<file path="config.mk">
export PLATFORM = sky130hd
export DESIGN_NAME = reg_bank_access_ctrl
export DESIGN_NICKNAME = d
export VERILOG_FILES = /design/src/rtl/reg8088_pkg.sv /design/src/rtl/reg8088_byte_decode.sv /design/src/rtl/reg_bank_access_ctrl.sv
export SDC_FILE = /design/constraint.sdc
export NUM_CORES = 1
export LEC_CHECK = 0
export CORE_UTILIZATION = 30
export DETAILED_ROUTE_END_ITERATION = 8
export PLACE_DENSITY = 0.68
export SYNTH_ARGS = -nofsm -noshare
export SYNTH_HDL_FRONTEND = slang
export SYNTH_HIERARCHICAL = 1
export SYNTH_SLANG_ARGS = --single-unit
export TNS_END_PERCENT = 1
</file>
<file path="constraint.sdc">
create_clock -name clk -period 2 [get_ports clk]
set_clock_uncertainty 0.1 [all_clocks]
set_input_delay 0.4 -clock clk [delete_from_list [all_inputs] [get_ports clk]]
set_output_delay 0.4 -clock clk [all_outputs]
set_load 0.1 [all_outputs]
</file>
<file path="src/rtl/reg8088_pkg.sv">
// Shared constants and helpers for the 8088 register-bank access controller.
package reg8088_pkg;

  localparam int unsigned STATE_W = 2;

  // Controller states
  localparam logic [STATE_W-1:0] ST_IDLE  = 2'd0;
  localparam logic [STATE_W-1:0] ST_WRITE = 2'd1;
  localparam logic [STATE_W-1:0] ST_READ  = 2'd2;
  localparam logic [STATE_W-1:0] ST_RESP  = 2'd3;

  // Access size encoding
  localparam logic SIZE_8  = 1'b0;
  localparam logic SIZE_16 = 1'b1;

  // 16-bit register codes
  typedef enum logic [2:0] {
    AX = 3'd0, CX = 3'd1, DX = 3'd2, BX = 3'd3,
    SP = 3'd4, BP = 3'd5, SI = 3'd6, DI = 3'd7
  } reg16_e;

  // 8-bit register codes
  typedef enum logic [2:0] {
    AL = 3'd0, CL = 3'd1, DL = 3'd2, BL = 3'd3,
    AH = 3'd4, CH = 3'd5, DH = 3'd6, BH = 3'd7
  } reg8_e;

  // Zero-extended byte pick from a 16-bit bank word
  function automatic logic [15:0] extract_byte(input logic [15:0] word, input logic high);
    return high ? {8'h00, word[15:8]} : {8'h00, word[7:0]};
  endfunction

endpackage

</file>
<file path="src/rtl/reg8088_byte_decode.sv">
// Maps an 8088 register code plus access size to bank index and byte select.
module reg8088_byte_decode
  import reg8088_pkg::*;
(
  input  logic [2:0] code,
  input  logic       size,
  output logic [2:0] index,
  output logic       select_high_low
);

  // 16-bit codes index the bank directly; 8-bit codes split into word + half
  always_comb begin
    index           = code;
    select_high_low = 1'b0;
    if (size == SIZE_8) begin
      index           = {1'b0, code[1:0]};
      select_high_low = code[2];
    end
  end

endmodule

</file>
<file path="src/rtl/reg_bank_access_ctrl.sv">
// Valid/ready front end for register_bank_8088: one access per request,
// registered bank port signals, registered response, access counters.
module reg_bank_access_ctrl
  import reg8088_pkg::*;
#(
  parameter int unsigned CNT_W = 16
) (
  input  logic             clk,
  input  logic             reset,
  input  logic             req_valid,
  output logic             req_ready,
  input  logic             req_write,
  input  logic             req_size,
  input  logic [2:0]       req_reg,
  input  logic [2:0]       req_reg2,
  input  logic [15:0]      req_wdata,
  output logic             rsp_valid,
  input  logic             rsp_ready,
  output logic             rsp_write,
  output logic [15:0]      rsp_data1,
  output logic [15:0]      rsp_data2,
  output logic             en_write,
  output logic [2:0]       reg_write,
  output logic [15:0]      write_data,
  output logic [2:0]       reg_read1,
  output logic [2:0]       reg_read2,
  output logic             size,
  output logic             select_high_low,
  input  logic [15:0]      read_data1,
  input  logic [15:0]      read_data2,
  output logic [CNT_W-1:0] wr_count,
  output logic [CNT_W-1:0] rd_count
);

  logic [STATE_W-1:0] state_q, state_d;
  logic [2:0]         reg_write_q, reg_write_d;
  logic [15:0]        write_data_q, write_data_d;
  logic [2:0]         reg_read1_q, reg_read1_d;
  logic [2:0]         reg_read2_q, reg_read2_d;
  logic               size_q, size_d;
  logic               sel_q, sel_d;
  logic               rd_hi2_q, rd_hi2_d;
  logic               rsp_write_q, rsp_write_d;
  logic [15:0]        rsp_data1_q, rsp_data1_d;
  logic [15:0]        rsp_data2_q, rsp_data2_d;
  logic [CNT_W-1:0]   wr_count_q, wr_count_d;
  logic [CNT_W-1:0]   rd_count_q, rd_count_d;

  logic [2:0] wr_idx, rd1_idx, rd2_idx;
  logic       wr_sel, rd1_sel, rd2_sel;

  reg8088_byte_decode u_dec_wr (
    .code            (req_reg),
    .size            (req_size),
    .index           (wr_idx),
    .select_high_low (wr_sel)
  );

  reg8088_byte_decode u_dec_rd1 (
    .code            (req_reg),
    .size            (req_size),
    .index           (rd1_idx),
    .select_high_low (rd1_sel)
  );

  reg8088_byte_decode u_dec_rd2 (
    .code            (req_reg2),
    .size            (req_size),
    .index           (rd2_idx),
    .select_high_low (rd2_sel)
  );

  // Next-state and registered-output logic; bank ports are loaded at request
  // acceptance so they are stable for the whole WRITE/READ cycle
  always_comb begin
    state_d      = state_q;
    reg_write_d  = reg_write_q;
    write_data_d = write_data_q;
    reg_read1_d  = reg_read1_q;
    reg_read2_d  = reg_read2_q;
    size_d       = size_q;
    sel_d        = sel_q;
    rd_hi2_d     = rd_hi2_q;
    rsp_write_d  = rsp_write_q;
    rsp_data1_d  = rsp_data1_q;
    rsp_data2_d  = rsp_data2_q;
    wr_count_d   = wr_count_q;
    rd_count_d   = rd_count_q;

    case (state_q)
      ST_IDLE: begin
        if (req_valid) begin
          size_d = req_size;
          if (req_write) begin
            state_d      = ST_WRITE;
            reg_write_d  = wr_idx;
            sel_d        = wr_sel;
            write_data_d = (req_size == SIZE_16) ? req_wdata
                                                 : {req_wdata[7:0], req_wdata[7:0]};
          end else begin
            state_d     = ST_READ;
            reg_read1_d = rd1_idx;
            reg_read2_d = rd2_idx;
            sel_d       = rd1_sel;
            rd_hi2_d    = rd2_sel;
          end
        end
      end
      ST_WRITE: begin
        state_d     = ST_RESP;
        rsp_write_d = 1'b1;
        rsp_data1_d = 16'h0000;
        rsp_data2_d = 16'h0000;
        wr_count_d  = wr_count_q + CNT_W'(1);
      end
      ST_READ: begin
        state_d     = ST_RESP;
        rsp_write_d = 1'b0;
        rsp_data1_d = (size_q == SIZE_16) ? read_data1 : extract_byte(read_data1, sel_q);
        rsp_data2_d = (size_q == SIZE_16) ? read_data2 : extract_byte(read_data2, rd_hi2_q);
        rd_count_d  = rd_count_q + CNT_W'(1);
      end
      default: begin
        if (rsp_ready) begin
          state_d = ST_IDLE;
        end
      end
    endcase
  end

  // State and output registers
  always_ff @(posedge clk or negedge reset) begin
    if (!reset) begin
      state_q      <= ST_IDLE;
      reg_write_q  <= '0;
      write_data_q <= '0;
      reg_read1_q  <= '0;
      reg_read2_q  <= '0;
      size_q       <= 1'b0;
      sel_q        <= 1'b0;
      rd_hi2_q     <= 1'b0;
      rsp_write_q  <= 1'b0;
      rsp_data1_q  <= '0;
      rsp_data2_q  <= '0;
      wr_count_q   <= '0;
      rd_count_q   <= '0;
    end else begin
      state_q      <= state_d;
      reg_write_q  <= reg_write_d;
      write_data_q <= write_data_d;
      reg_read1_q  <= reg_read1_d;
      reg_read2_q  <= reg_read2_d;
      size_q       <= size_d;
      sel_q        <= sel_d;
      rd_hi2_q     <= rd_hi2_d;
      rsp_write_q  <= rsp_write_d;
      rsp_data1_q  <= rsp_data1_d;
      rsp_data2_q  <= rsp_data2_d;
      wr_count_q   <= wr_count_d;
      rd_count_q   <= rd_count_d;
    end
  end

  // Handshake/enable strobes are pure state decodes so reset clears them at once
  assign req_ready       = (state_q == ST_IDLE);
  assign rsp_valid       = (state_q == ST_RESP);
  assign en_write        = (state_q == ST_WRITE);
  assign rsp_write       = rsp_write_q;
  assign rsp_data1       = rsp_data1_q;
  assign rsp_data2       = rsp_data2_q;
  assign reg_write       = reg_write_q;
  assign write_data      = write_data_q;
  assign reg_read1       = reg_read1_q;
  assign reg_read2       = reg_read2_q;
  assign size            = size_q;
  assign select_high_low = sel_q;
  assign wr_count        = wr_count_q;
  assign rd_count        = rd_count_q;

endmodule

</file>
==> flow_summary.ini <==
[route]
detailroute.via_count = 3193
drt_pass1_iterations = 4
detail_route.vias_per_cell = 4.49
detail_route.wl_per_cell_um = 14.6
detail_route.wirelength_um = 10400
detailedRoute.firstIterationViolations = 174
drt_drc_violations_left = 0
postRouteAntennaNets = 0

[critical_path]
timing.critical_path.cells = inv_2, ha_4, buf_4, buf_12
crit_path_max_incr_delay_ns = 0.44
timing.critical_path.required_ns = 1.50
start_kind = flop
crit_family = flip-flops
path_buf_inv = 3
worstSetupEndpointType = output pin
crit_path_max_fanout = 6
worstSetupPathType = flop to output pin
cp.arrival_ns = 1.38
critical-path-slowest-cell = dfrtp_1

[run_status]
violations_in_the_final_reports = hold timing
outcome = complete, but fails checks

[synthesis]
yosys.cell_types.count = 32
netlist.area_leader.share_pct = 56.0
netlist_area_um2 = 4240
synth.avg_cell_area_um2 = 11.5
synth_async_sr_flop_share_pct = 100
synthDominantAreaCellType = dfrtp_1
syn-num-nets = 436
yosys-top-cells-count = dfrtp_1 (95), nand2_1 (41), inv_1 (37)
synth_warnings = 6
sequential_fraction_of_the_synthesis_area_pct = 56.0
yosys-top-cells-area = dfrtp_1 (56%), mux2i_1 (6.1%), mux2_2 (4.5%)
syn_inst = 368
synth.ff_latch_count = 95
count_leader_synth = dfrtp_1
synth_flop_cell = dfrtp_1
number_of_synthesized_flops_with_an_enable_pin = 0

[grt]
first_global_vias = 3360
grt_antenna_before_repair = 0
gr-total-overflow = 0
grt_start_max_net_pins = 96
grt_util_all_layers_pct = 15.2
grt_first_pass_wirelength_um = 17300

[timing]
finalHoldViolations = 9
slew_headroom_pct = 64.1
post-route-min-period_ns = 1.88
setup_violations = 0
rsz0062_at_grt = false
fin_ws_ns = 0.117
max_freq_mhz = 531
fin_worst_hold_slack_ns = -0.0179
min_period_over_period_pct = 94.1
timing_worst_slew_pin_value_ns = 0.538
timing.final.max_slew_violations = 0

[layout]
fin_nets = 594
area_delta_synth_final_pct = 62.8
final_cell_area_um2 = 6910
num_antenna_cells = 0
post_route_cells_drive_above_1_share_pct = 29.8

[placement]
globalplace.congestion = 0.719
dp_hpwl_um = 7910
post_place_setup_slack_ns = 0.105
place.port_buffers = 154
placement.cell_area_um2 = 6610

[floorplanning]
die-area_um2 = 14600
floorplan.die.width_um = 121
initial_core_util_pct = 30.7
die_h_um = 121
floorplan.io_pins = 155
core_box_area_um2 = 13800
rows = 43

[run]
cap_viol_max_count = 0

[clock_network]
cts-root-buf = clkbuf_16
cts.reportedPaths.clkPinSlew_ns = 0.07
cts_buffer_depth = 2
ctsHoldBuffers = 0
tritoncts = done
clock_sink_count = 95
numCtsBuffers = 9
clock_insertion_delay_worst_skew_ns = 0.34
cts-htree-levels = 3

[hold_path]
min-delay-path-class = input pin to async pin
[worst reg2reg max path, stage by stage (launching register included)]
cell     delay (ns)
dfrtp_1        0.38
inv_1          0.11
ha_1           0.23
buf_4          0.19
nand4_4        0.14
nor3_4         0.25
nand4_1        0.15
xnor2_1        0.14
[final cells by class]
class | count | area, um2
Fill cell | 1165 | 6920
Clock buffer | 14 | 274
Clock inverter | 2 | 13.8
Tap cell | 180 | 225
Inverter | 37 | 139
Multi-Input combinational cell | 217 | 1640
Sequential cell | 95 | 2380
Timing Repair Buffer | 166 | 2240
[state kept, by name, summed over array words and instances, names as in the netlist]
name,flops
reg_write,3
rsp_data1,16
state_q,2
reg_read1,3
wr_count,16
rd_hi2_q,1
rd_count,16
write_data,16
size,1
select_high_low,1
rsp_write,1
rsp_data2,16
reg_read2,3
[logic make-up after synthesis]
| logic type | synth area share, % |
|---|---|
| AND/OR/NAND/NOR | 12.1 |
| buffers and inverters | 5.81 |
| AO/OA/AOI/OAI | 5.78 |
| adder cells (fa/ha/maj) | 2.36 |
| XOR/XNOR | 6.19 |
| multiplexers | 11.7 |
| flip-flops | 56.0 |
[layout by cell type, fill, tap and decap left out, drive strengths merged]
master,netlist,routed
a21oi,1,1
and2,4,4
and2b,3,3
and3,10,10
and4,2,2
buf,14,108
clkbuf,5,14
clkdlybuf4s50,0,58
clkinv,0,2
dfrtp,95,95
ha,8,8
inv,37,37
mux2,21,21
mux2i,26,26
nand2,41,41
nand2b,3,3
nand3,7,7
nand4,7,7
nor2,8,8
nor2b,1,1
nor3,1,1
o21ai,28,28
o22ai,16,16
xnor2,17,17
xor2,13,13
[final timing paths]
| kind | startpoint | endpoint | slack [ns] | depth (start not counted) |
|---|---|---|---|---|
| min reg2reg | write_data[7] | write_data[7] | 0.41 | 1 |
| min in group clk | write_data[7] | write_data[7] | 0.41 | 1 |
| max reg2reg | state_q[0] | rd_count[15] | 0.21 | 7 |
| max | state_q[1] | en_write | 0.12 | 4 |
| min | reset | rsp_data2[10] | -0.02 | 2 |
| max in group asynchronous | reset | rsp_write | 1.38 | 2 |
[routing by layer]
metal	track usage [%]	wire length, um	up-vias
li1	-	-	1531
met1	18.2	4130	1550
met2	24.8	5300	94
met3	4.75	636	18
met4	7.56	284	0
met5	0	0	-
[through the flow]
stage / setup TNS (ns) / std cells / utilization (%)
6_report: 0 / 711 / 50.0
3_3_place_gp: 0 / 695 / 47.8
2_1_floorplan: -1.12 / 368 / -
4_1_cts: 0 / 711 / 49.9
3_5_place_dp: 0 / 695 / 47.8
5_1_grt: 0 / 711 / 50.0
[what timing repair did]
| item | in CTS | in global routing |
|---|---|---|
| hold endpoints to repair | 0 | 0 |
| endpoints found under the setup margin | 1 | 2 |
| buffers inserted | 0 | 0 |
| gates resized for setup | 1 | 2 |
Power is not shown: default switching activity piles up to over one toggle a cycle in this logic, so the estimate is an artifact.
